--- config.mk ---
export PLATFORM = sky130hd
export DESIGN_NAME = mul_wb_tracker
export DESIGN_NICKNAME = d
export VERILOG_FILES = /design/src/rtl/mul_wb_tracker.sv
export SDC_FILE = /design/constraint.sdc
export NUM_CORES = 1
export LEC_CHECK = 0
export ABC_AREA = 1
export CAP_MARGIN = 10
export CORE_AREA = 2 2 132 134
export CTS_BUF_LIST = sky130_fd_sc_hd__clkbuf_16
export DETAILED_ROUTE_END_ITERATION = 8
export DIE_AREA = 0 0 134 136
export HOLD_SLACK_MARGIN = 0.12
export PLACE_DENSITY_LB_ADDON = 0.2
export SLEW_MARGIN = 20
export SYNTH_ARGS = -nofsm -noshare
export SYNTH_HDL_FRONTEND = slang
export SYNTH_SLANG_ARGS = --single-unit
--- constraint.sdc ---
create_clock -name clock -period 3.2 [get_ports clock]
set_clock_uncertainty 0.05 [all_clocks]
set_input_delay 0.8 -clock clock [delete_from_list [all_inputs] [get_ports clock]]
set_output_delay 0.8 -clock clock [all_outputs]
set_load 0.02 [all_outputs]
--- src/rtl/mul_wb_tracker.sv ---
// Pairs untagged 5-stage multiplier results with their queued destination registers
// and merges them with the main-pipeline writeback onto the single register-file port.
module mul_wb_tracker #(
   parameter int DEPTH = 8,
   parameter int XLEN  = 32
) (
   input  logic            clock,
   input  logic            reset,
   input  logic            issue_valid,
   input  logic [4:0]      issue_rd,
   input  logic            mul_valid,
   input  logic [XLEN-1:0] mul_result,
   input  logic            wb_valid,
   input  logic [4:0]      wb_rd,
   input  logic [XLEN-1:0] wb_data,
   output logic            rf_we,
   output logic [4:0]      rf_waddr,
   output logic [XLEN-1:0] rf_wdata,
   output logic            stall_out,
   output logic [31:0]     busy_mask,
   output logic            err_overflow,
   output logic            err_underflow
);

   localparam int AW = $clog2(DEPTH);
   localparam logic [AW:0] FULL_CNT = (AW+1)'(DEPTH);

   logic [4:0]      tag_q [DEPTH];
   logic [AW-1:0]   rd_ptr_q, rd_ptr_d;
   logic [AW-1:0]   wr_ptr_q, wr_ptr_d;
   logic [AW:0]     count_q, count_d;

   logic            hold_valid_q, hold_valid_d;
   logic [4:0]      hold_rd_q, hold_rd_d;
   logic [XLEN-1:0] hold_data_q, hold_data_d;

   logic            rf_we_q, rf_we_d;
   logic [4:0]      rf_waddr_q, rf_waddr_d;
   logic [XLEN-1:0] rf_wdata_q, rf_wdata_d;

   logic            err_ovf_q, err_ovf_d;
   logic            err_unf_q, err_unf_d;

   logic            full, empty, pop_ok, push_ok;
   logic [4:0]      head_tag;
   logic [31:0]     busy_d;
   logic [AW-1:0]   offs;

   assign full     = (count_q == FULL_CNT);
   assign empty    = (count_q == '0);
   // A simultaneous pop frees the slot, so a push into a full queue is still legal.
   assign pop_ok   = mul_valid && !empty;
   assign push_ok  = issue_valid && (!full || pop_ok);
   assign head_tag = tag_q[rd_ptr_q];

   always_comb begin
      // NOTE: every always_comb output gets a default first so no path leaves it unassigned (no latch).
      rd_ptr_d  = rd_ptr_q;
      wr_ptr_d  = wr_ptr_q;
      count_d   = count_q;
      err_ovf_d = err_ovf_q;
      err_unf_d = err_unf_q;

      if (pop_ok)  rd_ptr_d = rd_ptr_q + 1'b1;
      if (push_ok) wr_ptr_d = wr_ptr_q + 1'b1;
      if (push_ok && !pop_ok) count_d = count_q + 1'b1;
      if (pop_ok && !push_ok) count_d = count_q - 1'b1;

      if (issue_valid && !push_ok) err_ovf_d = 1'b1;
      if (mul_valid && empty)      err_unf_d = 1'b1;
   end

   // Write-port arbitration: multiply result, then held writeback, then live writeback.
   always_comb begin
      rf_we_d      = 1'b0;
      rf_waddr_d   = rf_waddr_q;
      rf_wdata_d   = rf_wdata_q;
      hold_valid_d = hold_valid_q;
      hold_rd_d    = hold_rd_q;
      hold_data_d  = hold_data_q;

      if (pop_ok) begin
         if (head_tag != 5'd0) begin
            rf_we_d    = 1'b1;
            rf_waddr_d = head_tag;
            rf_wdata_d = mul_result;
         end
         if (wb_valid && !hold_valid_q) begin
            hold_valid_d = 1'b1;
            hold_rd_d    = wb_rd;
            hold_data_d  = wb_data;
         end
      end else if (hold_valid_q) begin
         rf_we_d      = 1'b1;
         rf_waddr_d   = hold_rd_q;
         rf_wdata_d   = hold_data_q;
         hold_valid_d = 1'b0;
      end else if (wb_valid) begin
         rf_we_d    = 1'b1;
         rf_waddr_d = wb_rd;
         rf_wdata_d = wb_data;
      end
   end

   // An entry is live when its distance from the read pointer is below the count.
   always_comb begin
      busy_d = '0;
      offs   = '0;
      for (int i = 0; i < DEPTH; i++) begin
         offs = AW'(i) - rd_ptr_q;
         if ({1'b0, offs} < count_q) busy_d[tag_q[i]] = 1'b1;
      end
      busy_d[0] = 1'b0;
   end

   // NOTE: the tag storage is deliberately not reset; the pointers and count alone define which entries are live.
   always_ff @(posedge clock) begin
      // NOTE: sequential state uses non-blocking assignments so every register samples pre-edge values.
      if (push_ok) tag_q[wr_ptr_q] <= issue_rd;
   end

   always_ff @(posedge clock) begin
      if (reset) begin
         rd_ptr_q     <= '0;
         wr_ptr_q     <= '0;
         count_q      <= '0;
         hold_valid_q <= 1'b0;
         hold_rd_q    <= '0;
         hold_data_q  <= '0;
         rf_we_q      <= 1'b0;
         rf_waddr_q   <= '0;
         rf_wdata_q   <= '0;
         err_ovf_q    <= 1'b0;
         err_unf_q    <= 1'b0;
      end else begin
         rd_ptr_q     <= rd_ptr_d;
         wr_ptr_q     <= wr_ptr_d;
         count_q      <= count_d;
         hold_valid_q <= hold_valid_d;
         hold_rd_q    <= hold_rd_d;
         hold_data_q  <= hold_data_d;
         rf_we_q      <= rf_we_d;
         rf_waddr_q   <= rf_waddr_d;
         rf_wdata_q   <= rf_wdata_d;
         err_ovf_q    <= err_ovf_d;
         err_unf_q    <= err_unf_d;
      end
   end

   assign rf_we         = rf_we_q;
   assign rf_waddr      = rf_waddr_q;
   assign rf_wdata      = rf_wdata_q;
   assign stall_out     = hold_valid_q;
   assign busy_mask     = busy_d;
   assign err_overflow  = err_ovf_q;
   assign err_underflow = err_unf_q;

endmodule

==> impl_metrics.env <==
export IMPL_final_setup_worst_slack_ns=-0.481
export IMPL_multi_input_area_um2=5540
export IMPL_synth_async_reset_ratio=0
export IMPL_cap_violations=0
export IMPL_start_util=0.527
export IMPL_dieWidth_um=134
export IMPL_hold_class="flop to flop"
export IMPL_synth_largest_area_cell="dfxtp_1"
export IMPL_gp_congestion=1.01
export IMPL_endpoint_kind="primary output"
export IMPL_rows=48
export IMPL_vias=11300
export IMPL_synth_top_area_frac=0.205
export IMPL_antennaDiodeCount=0
export IMPL_cts_buffers=17
export IMPL_path_class="flop to primary output"
export IMPL_p_comb_frac=0.532
export IMPL_grt_busiest_layer="met2"
export IMPL_switching_share=0.430
export IMPL_relSlewSlack=0.511
export IMPL_antenna_found_initial=0
export IMPL_drc=2
export IMPL_leakage_uw=0.00552
export IMPL_die_h_um=136
export IMPL_syn_area_um2=8890
export IMPL_synth_area_per_cell_um2=6.34
export IMPL_setup_viol=31
export IMPL_grt_pass1_vias=10600
export IMPL_grt_pass1_wl_mm=57.8
export IMPL_ir_worst_vdd_uv=595
export IMPL_globalRouteMet1Util=0.500
export IMPL_fin_setup_tns_ns=-11.86
export IMPL_clock_latency_ns=0.44
export IMPL_synth_seq_cells=131
export IMPL_regArea_um2=3030
export IMPL_p_switching_uw=3900
export IMPL_nNetsFinal=1734
export IMPL_avgRoutedWirePerCell_um=20.9
export IMPL_fillers=1239
export IMPL_clkPwrFrac=0.229
export IMPL_drive_above_1_share=0.185
export IMPL_yosys_warnings=0
export IMPL_p_per_area_nw_per_um2=719
export IMPL_hpwl_mm=25.8
export IMPL_fin_crit_sh=1.15
export IMPL_synth_distinct_cells=37
export IMPL_startpoint_type="flop"
export IMPL_overflow=0
export IMPL_postRouteAntennaNets=0
export IMPL_fin_util=0.748
export IMPL_netlist_top_cells_area="dfxtp_1, nand2_1, edfxtp_1"
export IMPL_fin_crit_ns=3.68
export IMPL_max_freq_ghz=0.272
export IMPL_syn_num_nets=1501
export IMPL_ys_seq_area_frac=0.340
export IMPL_mostFrequentLayoutCells="nand2_1, nor2_1, inv_1"
export IMPL_path_clk_slew_ns=0.07
export IMPL_path_max_fanout=3
export IMPL_cts_root_buf="clkbuf_16"
export IMPL_power_internal_uw=5170
export IMPL_arrival_ns=2.83
export IMPL_use_met3=0.0742
export IMPL_cpPeakStageDelay_ns=0.35
export IMPL_htree_levels=4
export IMPL_viasPerCell=6.02
export IMPL_final_hold_violation_count=0
export IMPL_die_area_um2=18200
export IMPL_tightest_slew_ns=0.729
export IMPL_clock_path_buffers=2
export IMPL_grt_setup_unrepaired="yes"
export IMPL_worstPathRequired_ns=2.35
export IMPL_yosys_most_used_dff="dfxtp_1"
export IMPL_core_area_um2=16900
export IMPL_drt_iter0_markers=1443
export IMPL_p_seq_frac=0.240
export IMPL_status="finished, violations left"
export IMPL_cp_slowest_cell="dfxtp_2"
export IMPL_first_pass_iters=9
export IMPL_maxSlewViolCount=0
export IMPL_synth_edff_count=40
export IMPL_area_growth_pct=41.9
export IMPL_cts_tree="yes"
export IMPL_placed_area_um2=11300
export IMPL_cp_cell_sequence="inv_2 -> ha_4 -> inv_4 -> ha_4 -> inv_4 -> o21bai_4 -> nand3_2 -> buf_6 -> nand4_1 -> buf_4 -> o21ai_2 -> nor2_1 -> nand3_1 -> buf_6"
export IMPL_grt_total_usage=0.413
export IMPL_violations="design-rule violations, negative setup slack"
export IMPL_port_buffers=150
export IMPL_ios=152
export IMPL_cts_sinks=131
export IMPL_routed_wl_mm=39.2
export IMPL_grt_max_degree=66
export IMPL_syn_inst=1404
export IMPL_final_area_um2=12600
export IMPL_gr_usage_met2=0.687
export IMPL_final_common_cell="nand2_1"
-- critical path, delay by kind of cell, from the launching register on --
family                     cells  cell delay [ns]
and+or+nand+nor                4             0.55
DFF                            1             0.35
adders and majority gates      2             0.58
AOI/OAI and AO/OA              2             0.27
buffers and inverters          6             0.64
-- power groups by stage --
| stage | Combinational (µW) | Clock (µW) | Sequential [µW] |
|---|---|---|---|
| global placement | 3550 | 0 | 2160 |
| global route | 5030 | 2130 | 2190 |
| detailed placement | 3630 | 0 | 2170 |
| floorplan | 1940 | 0 | 2280 |
| finish | 4820 | 2080 | 2170 |
| CTS | 4300 | 2050 | 2150 |
-- metrics by stage --
step | power [µW] | worst slack [ns] | hold slack, ns | std cells
2_1_floorplan | 4220 | 0.376 | 0.383 | 1404
5_1_grt | 9350 | -0.485 | 0.428 | 1875
3_3_place_gp | 5710 | -0.546 | 0.394 | 1838
4_1_cts | 8510 | -0.220 | 0.415 | 1876
6_report | 9070 | -0.481 | 0.414 | 1875
3_5_place_dp | 5800 | -0.569 | 0.401 | 1838
-- timing repair --
item | 4_1_cts | 5_1_grt
setup buffers | 10 | 0
gates resized for setup | 317 | 62
setup endpoints to repair | 31 | 31
hold buffers | 0 | 0
pin swaps | 54 | 43
endpoints found under the hold margin | 0 | 0
-- cell families (layout without fill, tap and decap cells) --
family                   after synthesis  after routing  synth area share
buffers and inverters                222            468             0.104
AND/OR/NAND/NOR                      769            769             0.365
multiplexers                           1              1           0.00113
flip-flops                           131            131             0.340
AO/OA/AOI/OAI                        258            258             0.160
XOR/XNOR                               4              4           0.00394
other                                  1              1          0.000422
adder cells (fa/ha/maj)               18             18            0.0262
-- path summary, 6_finish.rpt --
path,slack (ns),start,end,cells past startpoint
worst max register to register,0.64,flop,rf_wdata[3]$_SDFFE_PP0P_,11
worst min-delay path,0.41,hold_data_q[21]$_SDFFE_PP0P_,hold_data_q[21]$_SDFFE_PP0P_,2
worst max-delay path,-0.48,rd_ptr_q[1]$_SDFFE_PP0P_,busy_mask[10],14
worst min register to register,0.41,hold_data_q[21]$_SDFFE_PP0P_,hold_data_q[21]$_SDFFE_PP0P_,2
-- routing by layer --
layer  part of all wire  vias up
li1                   -     5069
met1               0.37     5127
met2               0.47      843
met3              0.097      244
met4              0.071        0
met5                  0        -
-- state kept, by name, indices dropped and copies added, names as in the netlist, 3 cells and up, named ones only --
name / flops
rf_waddr: 5
tag_q: 40
hold_rd_q: 5
hold_data_q: 32
count_q: 4
rf_wdata: 32
rd_ptr_q: 3
wr_ptr_q: 3
-- final cells by class --
class	count	share of cell area
multi-input combinational	1051	0.439
timing repair buffer	270	0.198
tap	225	0.0223
inverter	166	0.0518
clock inverter	13	0.0112
sequential	131	0.240
clock buffer	19	0.0377
-- Yosys cell counts, types with 2 or more instances --
cell / n
a211oi_1: 37
a21oi_1: 72
buf_2: 17
buf_6: 8
clkbuf_1: 30
dfxtp_1: 91
edfxtp_1: 40
ha_1: 17
inv_1: 162
inv_2: 3
nand2_1: 409
nand3_1: 62
nand3b_1: 43
nand4_1: 3
nor2_1: 178
nor2_2: 2
nor3_1: 68
o211ai_1: 3
o21a_1: 4
o21ai_0: 128
o21ai_1: 3
o21bai_1: 3
o22ai_1: 4
o31ai_1: 2
xnor2_1: 3
Note: power is estimated with default switching activity, not from simulation.
